==> config.mk <==
export PLATFORM = sky130hd
export DESIGN_NAME = alarm_clock_ctrl
export DESIGN_NICKNAME = d
export VERILOG_FILES = /design/src/rtl/alarm_pkg.sv /design/src/rtl/wrap_counter.sv /design/src/rtl/alarm_clock_ctrl.sv
export SDC_FILE = /design/constraint.sdc
export NUM_CORES = 1
export LEC_CHECK = 0
export BUFFER_PORTS_ARGS = -buffer_cell sky130_fd_sc_hd__clkbuf_2
export CORE_MARGIN = 8
export CORE_UTILIZATION = 44
export DETAILED_ROUTE_END_ITERATION = 6
export GPL_TIMING_DRIVEN = 1
export PLACE_DENSITY = 0.65
export SLEW_MARGIN = 10
export SYNTH_ARGS = -nofsm -noshare
export SYNTH_HDL_FRONTEND = slang
export SYNTH_SLANG_ARGS = --single-unit
==> constraint.sdc <==
create_clock -name clk -period 2.5 [get_ports clk]
set_input_delay 0.125 -clock clk [delete_from_list [all_inputs] [get_ports clk]]
set_output_delay 0.125 -clock clk [all_outputs]
set_load 0.01 [all_outputs]
==> src/rtl/alarm_pkg.sv <==
// Shared types and constants for the alarm clock controller: mode encoding,
// field widths/limits and the wrapped minute-addition helper.
package alarm_pkg;

  localparam int unsigned HOUR_W = 5;
  localparam int unsigned MIN_W  = 6;

  localparam logic [HOUR_W-1:0] HOUR_MAX = 5'd23;
  localparam logic [MIN_W-1:0]  MIN_MAX  = 6'd59;

  typedef enum logic [2:0] {
    RUN       = 3'd0,
    SET_HOUR  = 3'd1,
    SET_MIN   = 3'd2,
    SET_AHOUR = 3'd3,
    SET_AMIN  = 3'd4
  } mode_e;

  // Returns {hh, mm} advanced by delta minutes (delta <= 59), wrapping at 24 h.
  function automatic logic [HOUR_W+MIN_W-1:0] add_minutes(
    input logic [HOUR_W-1:0] hh,
    input logic [MIN_W-1:0]  mm,
    input logic [MIN_W-1:0]  delta
  );
    logic [MIN_W:0]    sum;
    logic [HOUR_W-1:0] h;
    sum = {1'b0, mm} + {1'b0, delta};
    h   = hh;
    if (sum > {1'b0, MIN_MAX}) begin
      sum = sum - 7'd60;
      h   = (hh == HOUR_MAX) ? {HOUR_W{1'b0}} : hh + 5'd1;
    end else begin
      h   = hh;
    end
    return {h, sum[MIN_W-1:0]};
  endfunction

endpackage

==> src/rtl/wrap_counter.sv <==
// Modulo-(MAX+1) counter with synchronous clear; wrap pulses on the
// increment that rolls MAX back to zero.
module wrap_counter #(
  parameter int unsigned    W   = 6,
  parameter logic [W-1:0]   MAX = 6'd59
) (
  input  logic         clk,
  input  logic         reset_n,
  input  logic         inc,
  input  logic         clr,
  output logic [W-1:0] value,
  output logic         wrap
);

  logic [W-1:0] value_q, value_d;

  assign wrap  = inc && !clr && (value_q == MAX);
  assign value = value_q;

  // Next value: clear wins over increment.
  always_comb begin
    value_d = value_q;
    if (clr) begin
      value_d = {W{1'b0}};
    end else if (inc) begin
      value_d = (value_q == MAX) ? {W{1'b0}} : value_q + {{(W-1){1'b0}}, 1'b1};
    end else begin
      value_d = value_q;
    end
  end

  // Count register.
  always_ff @(posedge clk or negedge reset_n) begin
    if (!reset_n) begin
      value_q <= {W{1'b0}};
    end else begin
      value_q <= value_d;
    end
  end

endmodule

==> src/rtl/alarm_clock_ctrl.sv <==
// Alarm clock mode FSM, timekeeping, alarm compare and ringing control.
// Define ALARM_SNOOZE_EN to build the snooze target registers and re-ring path.
module alarm_clock_ctrl
  import alarm_pkg::*;
#(
  parameter int unsigned SNOOZE_MIN = 5
) (
  input  logic              clk,
  input  logic              reset_n,
  input  logic              sec_tick,
  input  logic              btn_mode,
  input  logic              btn_inc,
  input  logic              btn_snooze,
  input  logic              alarm_en,
  output logic              sec_clr,
  output logic [2:0]        mode,
  output logic [HOUR_W-1:0] hours,
  output logic [MIN_W-1:0]  minutes,
  output logic [MIN_W-1:0]  seconds,
  output logic [HOUR_W-1:0] alarm_hours,
  output logic [MIN_W-1:0]  alarm_minutes,
  output logic              ringing
);

  mode_e             mode_q, mode_d;
  logic              sec_clr_q, ring_q, ring_d;
  logic              mode_adv, dismiss, inc_ok, time_run, enter_set, tick_ok;
  logic              sec_wrap, min_wrap, hr_wrap, ahr_wrap, amin_wrap;
  logic              at_zero, alarm_hit, snooze_hit;
  logic [HOUR_W-1:0] nxt_hr;
  logic [MIN_W-1:0]  nxt_min;
  logic              unused_wraps;

  // A mode press while ringing is a dismiss, never a mode step.
  assign mode_adv  = btn_mode && !ring_q;
  assign dismiss   = ring_q && (btn_mode || btn_snooze);
  assign inc_ok    = btn_inc && !btn_mode && !btn_snooze;
  assign time_run  = (mode_q != SET_HOUR) && (mode_q != SET_MIN);
  assign enter_set = mode_adv && (mode_q == RUN);
  assign tick_ok   = sec_tick && time_run && !enter_set;

  wrap_counter #(.W(MIN_W), .MAX(MIN_MAX)) u_sec (
    .clk(clk), .reset_n(reset_n), .inc(tick_ok), .clr(enter_set),
    .value(seconds), .wrap(sec_wrap));

  wrap_counter #(.W(MIN_W), .MAX(MIN_MAX)) u_min (
    .clk(clk), .reset_n(reset_n),
    .inc(sec_wrap || (inc_ok && (mode_q == SET_MIN))), .clr(1'b0),
    .value(minutes), .wrap(min_wrap));

  wrap_counter #(.W(HOUR_W), .MAX(HOUR_MAX)) u_hour (
    .clk(clk), .reset_n(reset_n),
    .inc((min_wrap && time_run) || (inc_ok && (mode_q == SET_HOUR))), .clr(1'b0),
    .value(hours), .wrap(hr_wrap));

  wrap_counter #(.W(HOUR_W), .MAX(HOUR_MAX)) u_ahour (
    .clk(clk), .reset_n(reset_n), .inc(inc_ok && (mode_q == SET_AHOUR)), .clr(1'b0),
    .value(alarm_hours), .wrap(ahr_wrap));

  wrap_counter #(.W(MIN_W), .MAX(MIN_MAX)) u_amin (
    .clk(clk), .reset_n(reset_n), .inc(inc_ok && (mode_q == SET_AMIN)), .clr(1'b0),
    .value(alarm_minutes), .wrap(amin_wrap));

  assign unused_wraps = hr_wrap ^ ahr_wrap ^ amin_wrap;

  // Compare against the hh:mm this tick is about to produce.
  assign nxt_min   = (minutes == MIN_MAX) ? {MIN_W{1'b0}} : minutes + 6'd1;
  assign nxt_hr    = (minutes != MIN_MAX) ? hours :
                     (hours == HOUR_MAX) ? {HOUR_W{1'b0}} : hours + 5'd1;
  assign at_zero   = tick_ok && (mode_q == RUN) && alarm_en && (seconds == MIN_MAX);
  assign alarm_hit = at_zero && (nxt_hr == alarm_hours) && (nxt_min == alarm_minutes);

`ifdef ALARM_SNOOZE_EN
  localparam logic [MIN_W-1:0] SNOOZE_DELTA = MIN_W'(SNOOZE_MIN);

  logic                     snz_pend_q, snz_pend_d;
  logic [HOUR_W+MIN_W-1:0]  snz_tgt_q, snz_tgt_d;

  assign snooze_hit = at_zero && snz_pend_q && ({nxt_hr, nxt_min} == snz_tgt_q);

  // Snooze arm/cancel; any ring or dismiss consumes the pending target.
  always_comb begin
    snz_pend_d = snz_pend_q;
    snz_tgt_d  = snz_tgt_q;
    if (!alarm_en) begin
      snz_pend_d = 1'b0;
    end else if (alarm_hit || snooze_hit) begin
      snz_pend_d = 1'b0;
    end else if (ring_q && btn_mode) begin
      snz_pend_d = 1'b0;
    end else if (ring_q && btn_snooze) begin
      snz_pend_d = 1'b1;
      snz_tgt_d  = add_minutes(hours, minutes, SNOOZE_DELTA);
    end else begin
      snz_pend_d = snz_pend_q;
    end
  end

  // Snooze state registers.
  always_ff @(posedge clk or negedge reset_n) begin
    if (!reset_n) begin
      snz_pend_q <= 1'b0;
      snz_tgt_q  <= {(HOUR_W+MIN_W){1'b0}};
    end else begin
      snz_pend_q <= snz_pend_d;
      snz_tgt_q  <= snz_tgt_d;
    end
  end
`else
  localparam int unsigned unused_snooze_min = SNOOZE_MIN;
  assign snooze_hit = 1'b0;
`endif

  // Mode sequencing and ringing next state.
  always_comb begin
    mode_d = mode_q;
    ring_d = ring_q;
    if (mode_adv) begin
      case (mode_q)
        RUN:       mode_d = SET_HOUR;
        SET_HOUR:  mode_d = SET_MIN;
        SET_MIN:   mode_d = SET_AHOUR;
        SET_AHOUR: mode_d = SET_AMIN;
        SET_AMIN:  mode_d = RUN;
        default:   mode_d = RUN;
      endcase
    end else begin
      mode_d = mode_q;
    end
    if (!alarm_en) begin
      ring_d = 1'b0;
    end else if (alarm_hit || snooze_hit) begin
      ring_d = 1'b1;
    end else if (dismiss) begin
      ring_d = 1'b0;
    end else begin
      ring_d = ring_q;
    end
  end

  // State registers; sec_clr is decoded from the next mode so it tracks mode.
  always_ff @(posedge clk or negedge reset_n) begin
    if (!reset_n) begin
      mode_q    <= RUN;
      sec_clr_q <= 1'b0;
      ring_q    <= 1'b0;
    end else begin
      mode_q    <= mode_d;
      sec_clr_q <= (mode_d == SET_HOUR) || (mode_d == SET_MIN);
      ring_q    <= ring_d;
    end
  end

  assign mode    = mode_q;
  assign sec_clr = sec_clr_q;
  assign ringing = ring_q;

endmodule

==> summary.md, run 1 <==
| Metric | Value |
|---|---|
| Status | `finished, final reports clean` |
| Reg2reg setup slack | `440 ps` |
| Gpl congestion | `0.829` |
| First-pass GRT wire length | `8.30 mm` |
| Actual slew at the worst max-slew pin | `844 ps` |
| Post CTS Setup Buffer Count | `0` |
| Critical Path Sink Type | `flop` |
| Initial antenna violation count | `0` |
| Core Util, Final | `0.519` |
| Most used flip-flop cell after synthesis | `dfrtp_1` |
| Initial DRC count | `slightly above 80` |
| Die Y-Extent | `85.8 um` |
| Num CTS Buffers | `5` |
| CTS sink cnt | `33` |
| GRT Total Usage | `0.139` |
| CTS max path bufs | `2` |
| Port bufs | `39` |
| Period utilisation layout | `0.822` |
| Hold Crit Class | `in -> reg` |
| Seq. cell area | `about 830 um2` |
| Crit path from | `u_min.value[0]` |
| Share of layout cells above drive strength 1 | `0.218` |
| H-tree levels | `2` |
| Sequential area share after synthesis | `0.386` |
| Post-synthesis register bit count | `33` |
| Most common cell in the synthesized netlist | `nand2_1` |
| Ant diodes | `0` |
| RR Endpoint | `ringing` |
| Mapped Avg Cell Area | `8.74 um2` |
| Max-slew headroom | `0.437` |
| Wl on met1 | `2.46 mm` |
| Synth top area cells | `dfrtp_1, nand2_1, o21ai_0` |
| Fmax | `486 MHz` |
| Clock transition at the registers of the reported paths | `80 ps` |
| ANT nets after route | `0` |
| Filler Cell Count | `450` |
| Finish-stage setup viols | `0` |
| Rows | `25` |
| IO Pins | `40` |
| Initial DRT Pass Iterations | `4` |
| Number of global-route vias before repair | `1704` |
| Post-synth EDFFs | `0` |
| Largest net degree at the start of global routing | `34` |
| Multi-input gate area | `0.00121 mm2` |
| Syn nets | `approximately 260` |
| Critical R2R Launch | `u_min.value[0]` |
| Met3 Wirelength | `265 um` |
| Synth cell count leaders | `nand2_1, dfrtp_1, o21ai_0, nand3_1, nor2_1` |
| Maximum vdd drop | `approximately 410 uV` |
| Post-Route WL | `5.00 mm` |
| Hold Path Depth | `3` |
| Leading area contributor after synthesis | `dfrtp_1` |
| Post-synthesis cell count | `approximately 250` |
| Post-DR vias/cell | `5.43` |
| DP HPWL | `3.70 mm` |
| Total negative slack | `0 ps` |
| Worst-path cell chain | `ha_1, nand2b_4, nor2_4, mux2i_1, xnor2_1, nor4_1, a31o_1` |
| Crit path time final | `2060 ps` |
| CP max stage delay | `480 ps` |
| DRC Markers | `0` |
| Vias | `1883` |
| Pins Over Slew Limit | `0` |
| Reg2reg path depth | `7` |
| Overflow left after global routing | `0` |
| Tot Pwr | `2170 uW` |
| Max Cap Viol | `0` |
| Power density cells | `885 mW/mm2` |
| Final Net Count | `291` |
| Max layer used | `met4` |
| Die X | `between 80 and 90 um` |
| Crit path to | `ringing` |
| Worst setup path category | `reg -> reg` |
| Area growth syn-to-layout | `14.4%` |
| CTS tree | `built` |
| Post-cts sizing count | `0` |
| CP max-delay cell | `dfrtp_1` |
| Final hold violation count | `0` |
| Root buf cell | `clkbuf_8` |
| Clk_lat worst skew | `around 290 ps` |
| Startpoint types | `flop` |
| Top cell type's share of synthesized area | `0.386` |
| WL/cell | `14.4 um` |
| Leakage | `between 0.001 and 0.0015 uW` |
| Distinct cells, synth | `57` |
| Crit-path max FO | `8` |
| Core area | `0.00472 mm2` |
| Starting density of the core | `0.453` |
| RSZ-0062 raised after global routing | `false` |
| Yosys Warn Count | `0` |
| Full die area | `approximately 0.0074 mm2` |
| Met2 wire length | `2.24 mm` |
| Required @ worst endpoint | `2730 ps` |
| Worst EP arrival | `between 2000 and 2500 ps` |
| Clk_skew | `9.38 ps` |
| Synth async-reset ratio | `1.00` |
| Mapped cell area | `0.00214 mm2` |
[critical path: cells and delay by family, from the launching register on]
kind / cells / cell delay, ps
and+or+nand+nor: 3 / 640
DFF: 1 / 480
adders and majority gates: 1 / 370
muxes: 1 / 250
AOI/OAI and AO/OA: 1 / 180
xor gates and xnor gates: 1 / 80
[flip-flops by register name, summed over array words and instances, names as in the netlist]
| name | cells |
|---|---|
| u_hour.value | 5 |
| u_ahour.value | 5 |
| u_sec.value | 6 |
| sec_clr | 1 |
| u_min.value | 6 |
| u_amin.value | 6 |
| ringing | 1 |
| mode | 3 |
[cells in the final DEF (no fill, tap or decap), drive strengths merged, types with 3 or more instances in the layout]
cell type	netlist	routed
a21oi	10	10
a31oi	4	4
and2b	5	5
clkbuf	4	46
dfrtp	33	33
ha	5	5
inv	6	6
mux2i	3	3
nand2	37	37
nand2b	10	10
nand3	14	14
nand4	4	4
nor2	14	14
nor2b	3	3
nor3	4	4
o211ai	3	3
o21ai	26	26
o31ai	4	4
xnor2	6	6
xor2	7	7
[power breakdown]
group | switching, uW | internal, uW | leakage, uW
Sequential | 235 | 659 | 0.000438
Combinational | 450 | 368 | 0.000589
Clock | 209 | 249 | 0.0000542
[worst min path at each step]
stage | start | endpoint | slack (ps)
after global placement | reset_n | u_hour.value[2] | 290
final | btn_snooze | ringing | 210
after floorplan | reset_n | mode[0] | -170
after detailed placement | reset_n | u_hour.value[2] | 280
after CTS | btn_snooze | ringing | 200
after global routing | btn_snooze | ringing | 230
[layer usage]
| metal | GRT usage | vias to the layer above |
|---|---|---|
| li1 | - | 953 |
| met1 | 0.180 | 889 |
| met2 | 0.214 | 36 |
| met3 | 0.0420 | 5 |
| met4 | 0.0430 | 0 |
| met5 | 0 | - |
[cell type report]
type / instances / share of cell area
multi-input cells: 193 / 0.494
flip-flops and latches: 33 / 0.337
repair buffers: 40 / 0.0838
inverters: 6 / 0.00919
clock inverters: 1 / 0.00204
well taps: 67 / 0.0342
clock buffers: 7 / 0.0393
[timing repair]
item | 4_1_cts | 5_1_grt
hold endpoints to repair | 33 | 0
hold buffers | 1 | 0
setup endpoints to repair | 0 | 0
[cells by family (layout without fill, tap and decap cells)]
| family | count (synthesis) | in the layout | synth area share |
|---|---|---|---|
| and+or+nand+nor | 103 | 103 | 0.257 |
| AOI/OAI and AO/OA | 67 | 67 | 0.202 |
| DFF | 33 | 33 | 0.386 |
| buffers and inverters | 19 | 54 | 0.0485 |
| xor gates and xnor gates | 13 | 13 | 0.0532 |
| adders and majority gates | 5 | 5 | 0.0292 |
| muxes | 5 | 5 | 0.0245 |
[metrics by stage]
step	cell area [um2]	worst slack [ps]	std cells	hold slack, ps
2_1_floorplan	2140	620	245	-171
3_3_place_gp	2340	531	338	292
3_5_place_dp	2340	481	338	279
4_1_cts	2450	452	347	204
5_1_grt	2450	289	347	230
6_report	2450	444	347	206
No activity file was read; power rests on OpenSTA's default activity.
==> inputs of run 2 (changes only) <==
- PLACE_DENSITY: 0.65 -> 0.67
- clock period: 2.5 -> 1.6 ns (I/O delays scaled with it)
==> summary.md, run 2 (synthesis gave the netlist of run 1 again) <==
| Metric | Value |
|---|---|
| Status | `finished with violations` |
| Violated checks | `negative setup slack` |
| Comb power frac | `0.530` |
| NetSw | `about 1700 uW` |
| Num CTS Buffers | `5` |
| Max Cap Viol | `0` |
| Post-Route WL | `5.86 mm` |
| Initial DRC count | `55` |
| Design area | `between 0.003 and 0.004 mm2` |
| Cell Int Power | `2650 uW` |
| Port bufs | `39` |
| CTS max path bufs | `2` |
| Met1 Usage GRT | `0.211` |
| Busiest grt layer | `met2` |
| Final worst slack | `-60.4 ps` |
| Full die area | `between 0.007 and 0.008 mm2` |
| CP max-delay cell | `dfrtp_2` |
| Hold Crit Class | `in -> reg` |
| Commonest non-fill, non-tap cell in the layout | `buf_4` |
| Starting density of the core | `0.453` |
| Crit path time final | `1660 ps` |
| Required @ worst endpoint | `1770 ps` |
| WL/cell | `14.3 um` |
| Tot Pwr | `between 4000 and 5000 uW` |
| Initial DRT Pass Iterations | `4` |
| Area of placed instances | `approximately 0.0028 mm2` |
| Actual slew at the worst max-slew pin | `approximately 400 ps` |
| Startpoint types | `flop` |
| Initial antenna violation count | `0` |
| Max-slew headroom | `0.728` |
| Worst EP arrival | `1830 ps` |
| Sw Share | `0.388` |
| Core area | `around 0.0047 mm2` |
| ANT nets after route | `0` |
| Number of global-route vias before repair | `between 2k and 2.5k` |
| Largest net degree at the start of global routing | `16` |
| Worst-path cell chain | `ha_4, nand2b_4, nor2_4, buf_4, a32o_2, mux2_2` |
| Met2 Track Usage GR | `0.260` |
| Post-route insts no fill | `410` |
| Post-DR vias/cell | `5.26` |
| Rows | `25` |
| Finish-stage setup viols | `5` |
| Leakage | `0.00143 uW` |
| RSZ-0062 raised after global routing | `true` |
| Clk_lat worst skew | `290 ps` |
| Overflow left after global routing | `0` |
| Maximum vdd drop | `904 uV` |
| CTS sink cnt | `33` |
| Area growth syn-to-layout | `47.2%` |
| GRT met3 Usage | `0.0420` |
| Final Net Count | `354` |
| Fmax | `between 600 and 700 MHz` |
| Core Util, Final | `0.667` |
| Final hold violation count | `0` |
| Worst setup path category | `reg -> reg` |
| IO Pins | `40` |
| Pins Over Slew Limit | `0` |
| Ant diodes | `0` |
| Root buf cell | `clkbuf_8` |
| Clock transition at the registers of the reported paths | `70 ps` |
| DP HPWL | `4.36 mm` |
| Period utilisation layout | `1.04` |
| Commonest cells after routing, fill and taps aside | `buf_4, clkbuf_2, nand2_1` |
| Die Y-Extent | `85.8 um` |
| Sequential Power Share | `0.308` |
| Placed insts | `390` |
| Vias | `between 2k and 2.5k` |
| GRT Total Usage | `0.165` |
| Gpl congestion | `0.869` |
| Power density cells | `1380 mW/mm2` |
| First-pass GRT wire length | `9.89 mm` |
| Crit-path max FO | `6` |
| CP max stage delay | `approximately 410 ps` |
| Clock share of power | `0.162` |
| Critical Path Sink Type | `flop` |
| DRC Markers | `0` |
| CTS tree | `built` |
| Clk_skew | `5.10 ps` |
| Share of layout cells above drive strength 1 | `0.484` |
| Die X | `85.8 um` |
| H-tree levels | `2` |
==> run 2: cell types whose count changed in the layout (fill, tap and decap cells not counted), moves of 6 or more <==
cell | previous run | this run
buf_4 | 0 | 57
dfrtp_1 | 33 | 26
dfrtp_2 | 0 | 7
o21ai_0 | 24 | 17
nand2_1 | 37 | 31
nand2_2 | 0 | 6
o21ai_1 | 1 | 7
==> run 2: path summary, 6_finish.rpt <==
path                       depth (start not counted)  slack [ps]              end           start
max in group asynchronous                          3         860          mode[1]         reset_n
hold / removal                                     3         160          ringing      btn_snooze
setup / recovery                                   6         -60  u_hour.value[0]  u_min.value[0]
setup reg to reg                                   6         -60  u_hour.value[0]  u_min.value[0]
hold reg to reg                                    2         570   u_sec.value[0]  u_sec.value[0]
min in group asynchronous                          2         230   u_sec.value[3]         reset_n
==> run 2: layout make-up <==
class                      instances  area [um2]
fill                             382        1570
multi-input combinational        193        1410
sequential                        33         835
timing repair buffer             103         702
clock buffer                       7        96.3
tap                               67        83.8
inverter                           6        22.5
clock inverter                     1        5.00
==> run 2: worst max-delay path: cells and delay by family, from the launching register on <==
kind	cells	cell delay (ps)
flip-flops	1	410
multiplexers	1	350
buffers and inverters	1	150
AND/OR/NAND/NOR	2	230
adder cells (fa/ha/maj)	1	190
AO/OA/AOI/OAI	1	210
==> run 2: timing repair <==
item | 4_1_cts | 5_1_grt
setup buffers | 4 | 7
endpoints found under the hold margin | 13 | 0
hold buffers | 1 | 0
cloned | 0 | 0
pin swaps | 7 | 13
gates resized for setup | 22 | 33
endpoints found under the setup margin | 11 | 21
==> run 2: metal layers <==
layer | part of all wire | up-vias
li1 | - | 1070
met1 | 0.44 | 1011
met2 | 0.48 | 63
met3 | 0.061 | 14
met4 | 0.022 | 0
met5 | 0 | -
==> run 2: stage by stage <==
step	worst slack, ps	TNS [ps]	hold WS, ps
finish	-60.4	-181	157
floorplan	-92.8	-335	-216
CTS	-64.9	-190	146
detailed placement	-133	-461	9.68
global route	-192	-1040	157
global placement	-129	-317	6.38
==> run 2: power by group through the flow <==
| stage | Clock [uW] | Sequential (uW) | Combinational [uW] |
|---|---|---|---|
| finish | 704 | 1330 | 2300 |
| detailed placement | 0 | 1280 | 1930 |
| global route | 760 | 1370 | 2550 |
| global placement | 0 | 1270 | 1900 |
| CTS | 725 | 1290 | 2090 |
| floorplan | 0 | 1390 | 913 |
==> inputs of run 3 (changes only) <==
- SKIP_CTS_REPAIR_TIMING: not set -> 1
==> summary.md, run 3 (synthesis gave the netlist of run 1 again) <==
| Metric | Value |
|---|---|
| Initial antenna violation count | `0` |
| Actual slew at the worst max-slew pin | `413 ps` |
| Commonest cells after routing, fill and taps aside | `buf_4, clkbuf_2, nand2_1` |
| Crit-path max FO | `5` |
| Largest net degree at the start of global routing | `16` |
| Share of layout cells above drive strength 1 | `0.458` |
| Max-slew headroom | `0.721` |
| Clk_lat worst skew | `a little under 300 ps` |
| Starting density of the core | `0.453` |
| Fmax | `584 MHz` |
| Overflow left after global routing | `0` |
| Wl on met1 | `around 2.6 mm` |
| Crit path to | `ringing` |
| Hold Slack | `approximately 160 ps` |
| Finish-stage setup viols | `6` |
| Max layer used | `met4` |
| Final worst slack | `-112 ps` |
| RSZ-0062 raised after global routing | `true` |
| Area growth syn-to-layout | `43.1%` |
| Placed insts | `390` |
| Tot Pwr | `4220 uW` |
| Core area | `between 0.004 and 0.005 mm2` |
| GRT Total Usage | `0.158` |
| Gpl congestion | `0.869` |
| CTS tree | `built` |
| H-tree levels | `2` |
| Final hold violation count | `0` |
| Full die area | `~0.0074 mm2` |
| CTS sink cnt | `33` |
| Die X | `85.8 um` |
| Root buf cell | `clkbuf_8` |
| DRC Markers | `0` |
| Levels on crit path | `6` |
| Clk_skew | `~4.4 ps` |
| Ant diodes | `0` |
| Violated checks | `negative setup slack` |
| Reg2reg setup slack | `-110 ps` |
| Number of global-route vias before repair | `between 2k and 2.5k` |
| CTS max path bufs | `2` |
| Required @ worst endpoint | `1830 ps` |
| Vias | `2115` |
| Post-DR vias/cell | `5.25` |
| Worst Path Buf+Inv | `1` |
| Critical R2R Launch | `u_min.value[3]` |
| RR Endpoint | `ringing` |
| CP max stage delay | `440 ps` |
| First-pass GRT wire length | `9.47 mm` |
| Period utilisation layout | `1.07` |
| Startpoint types | `flop` |
| Initial DRC count | `76` |
| Post-Route WL | `about 5.8 mm` |
| Port bufs | `39` |
| Post-route insts no fill | `roughly 400` |
| Met2 wire length | `2.74 mm` |
| Critical Path Sink Type | `flop` |
| Final Net Count | `about 350` |
| Worst-path cell chain | `buf_4, xor2_1, nor2_1, o32a_2, nor4_2, a31o_1` |
| Hold Crit Class | `in -> reg` |
| Worst setup path category | `reg -> reg` |
| Max Cap Viol | `0` |
| Die Y-Extent | `between 80 and 90 um` |
| WL/cell | `about 14 um` |
| Rows | `25` |
| IO Pins | `40` |
| Reg2reg path depth | `6` |
| Power density cells | `1380 mW/mm2` |
| DP HPWL | `4.36 mm` |
| Initial DRT Pass Iterations | `4` |
| Clock transition at the registers of the reported paths | `70 ps` |
| Crit path from | `u_min.value[3]` |
| Leakage | `0.00140 uW` |
| ANT nets after route | `0` |
| Cell class contributing the biggest share of worst-path delay | `compound AO/OA/AOI/OAI gates` |
| CP max-delay cell | `dfrtp_1` |
| Num CTS Buffers | `5` |
| Pins Over Slew Limit | `0` |
| Filler Cell Count | `397` |
| Maximum vdd drop | `about 860 uV` |
| Commonest non-fill, non-tap cell in the layout | `buf_4` |
| Status | `finished with violations` |
| Met3 Wirelength | `287 um` |
| Worst EP arrival | `around 1900 ps` |
| Crit path time final | `1710 ps` |
run 3: cell types whose count changed in the layout (fill, tap and decap cells not counted), sizes merged:
cell / delta
buf: -6
dlymetal6s2s: -1
run 3: how the worst min path moves through the flow:
stage                     startpoint              to  slack, ps  cells after the start
after global routing      btn_snooze         ringing        160                      3
after floorplan              reset_n         mode[0]       -220                      0
after global placement       reset_n  u_sec.value[3]          6                      1
final                     btn_snooze         ringing        160                      3
after CTS                    reset_n  u_sec.value[3]       -310                      1
after detailed placement     reset_n  u_sec.value[3]         10                      1
run 3: through the flow:
stage	setup WS, ps	area (um2)	util	setup TNS, ps
6_report	-112	3060	0.648	-342
3_5_place_dp	-133	2760	0.584	-461
5_1_grt	-204	3060	0.648	-1610
2_1_floorplan	-92.8	2170	-	-335
4_1_cts	-162	2860	0.605	-633
3_3_place_gp	-129	2760	0.584	-317
run 3: area by class of cell:
| cell class | instances | area [um2] | area share |
|---|---|---|---|
| Clock buffer | 7 | 96.3 | 0.0315 |
| Clock inverter | 1 | 5.00 | 0.00163 |
| Inverter | 6 | 22.5 | 0.00735 |
| Multi-Input combinational cell | 193 | 1380 | 0.449 |
| Sequential cell | 33 | 835 | 0.272 |
| Tap cell | 67 | 83.8 | 0.0274 |
| Timing Repair Buffer | 96 | 644 | 0.210 |
run 3: where the power goes:
part	internal (uW)	switching, uW	leakage, uW
clock	389	317	0.0000542
combinational	1150	1050	0.000919
sequential	1050	259	0.000429
run 3: layer usage:
layer,GRT usage,up-vias
met1,0.195,1002
met3,0.0420,8
li1,-,1062
met4,0.0637,0
met5,0,-
met2,0.253,43
run 3: tightest hold or removal path: cells and delay by family:
| kind | cells | cell delay (ps) |
|---|---|---|
| buffers and inverters | 1 | 90 |
| and+or+nand+nor | 1 | 60 |
| AOI/OAI and AO/OA | 1 | 180 |
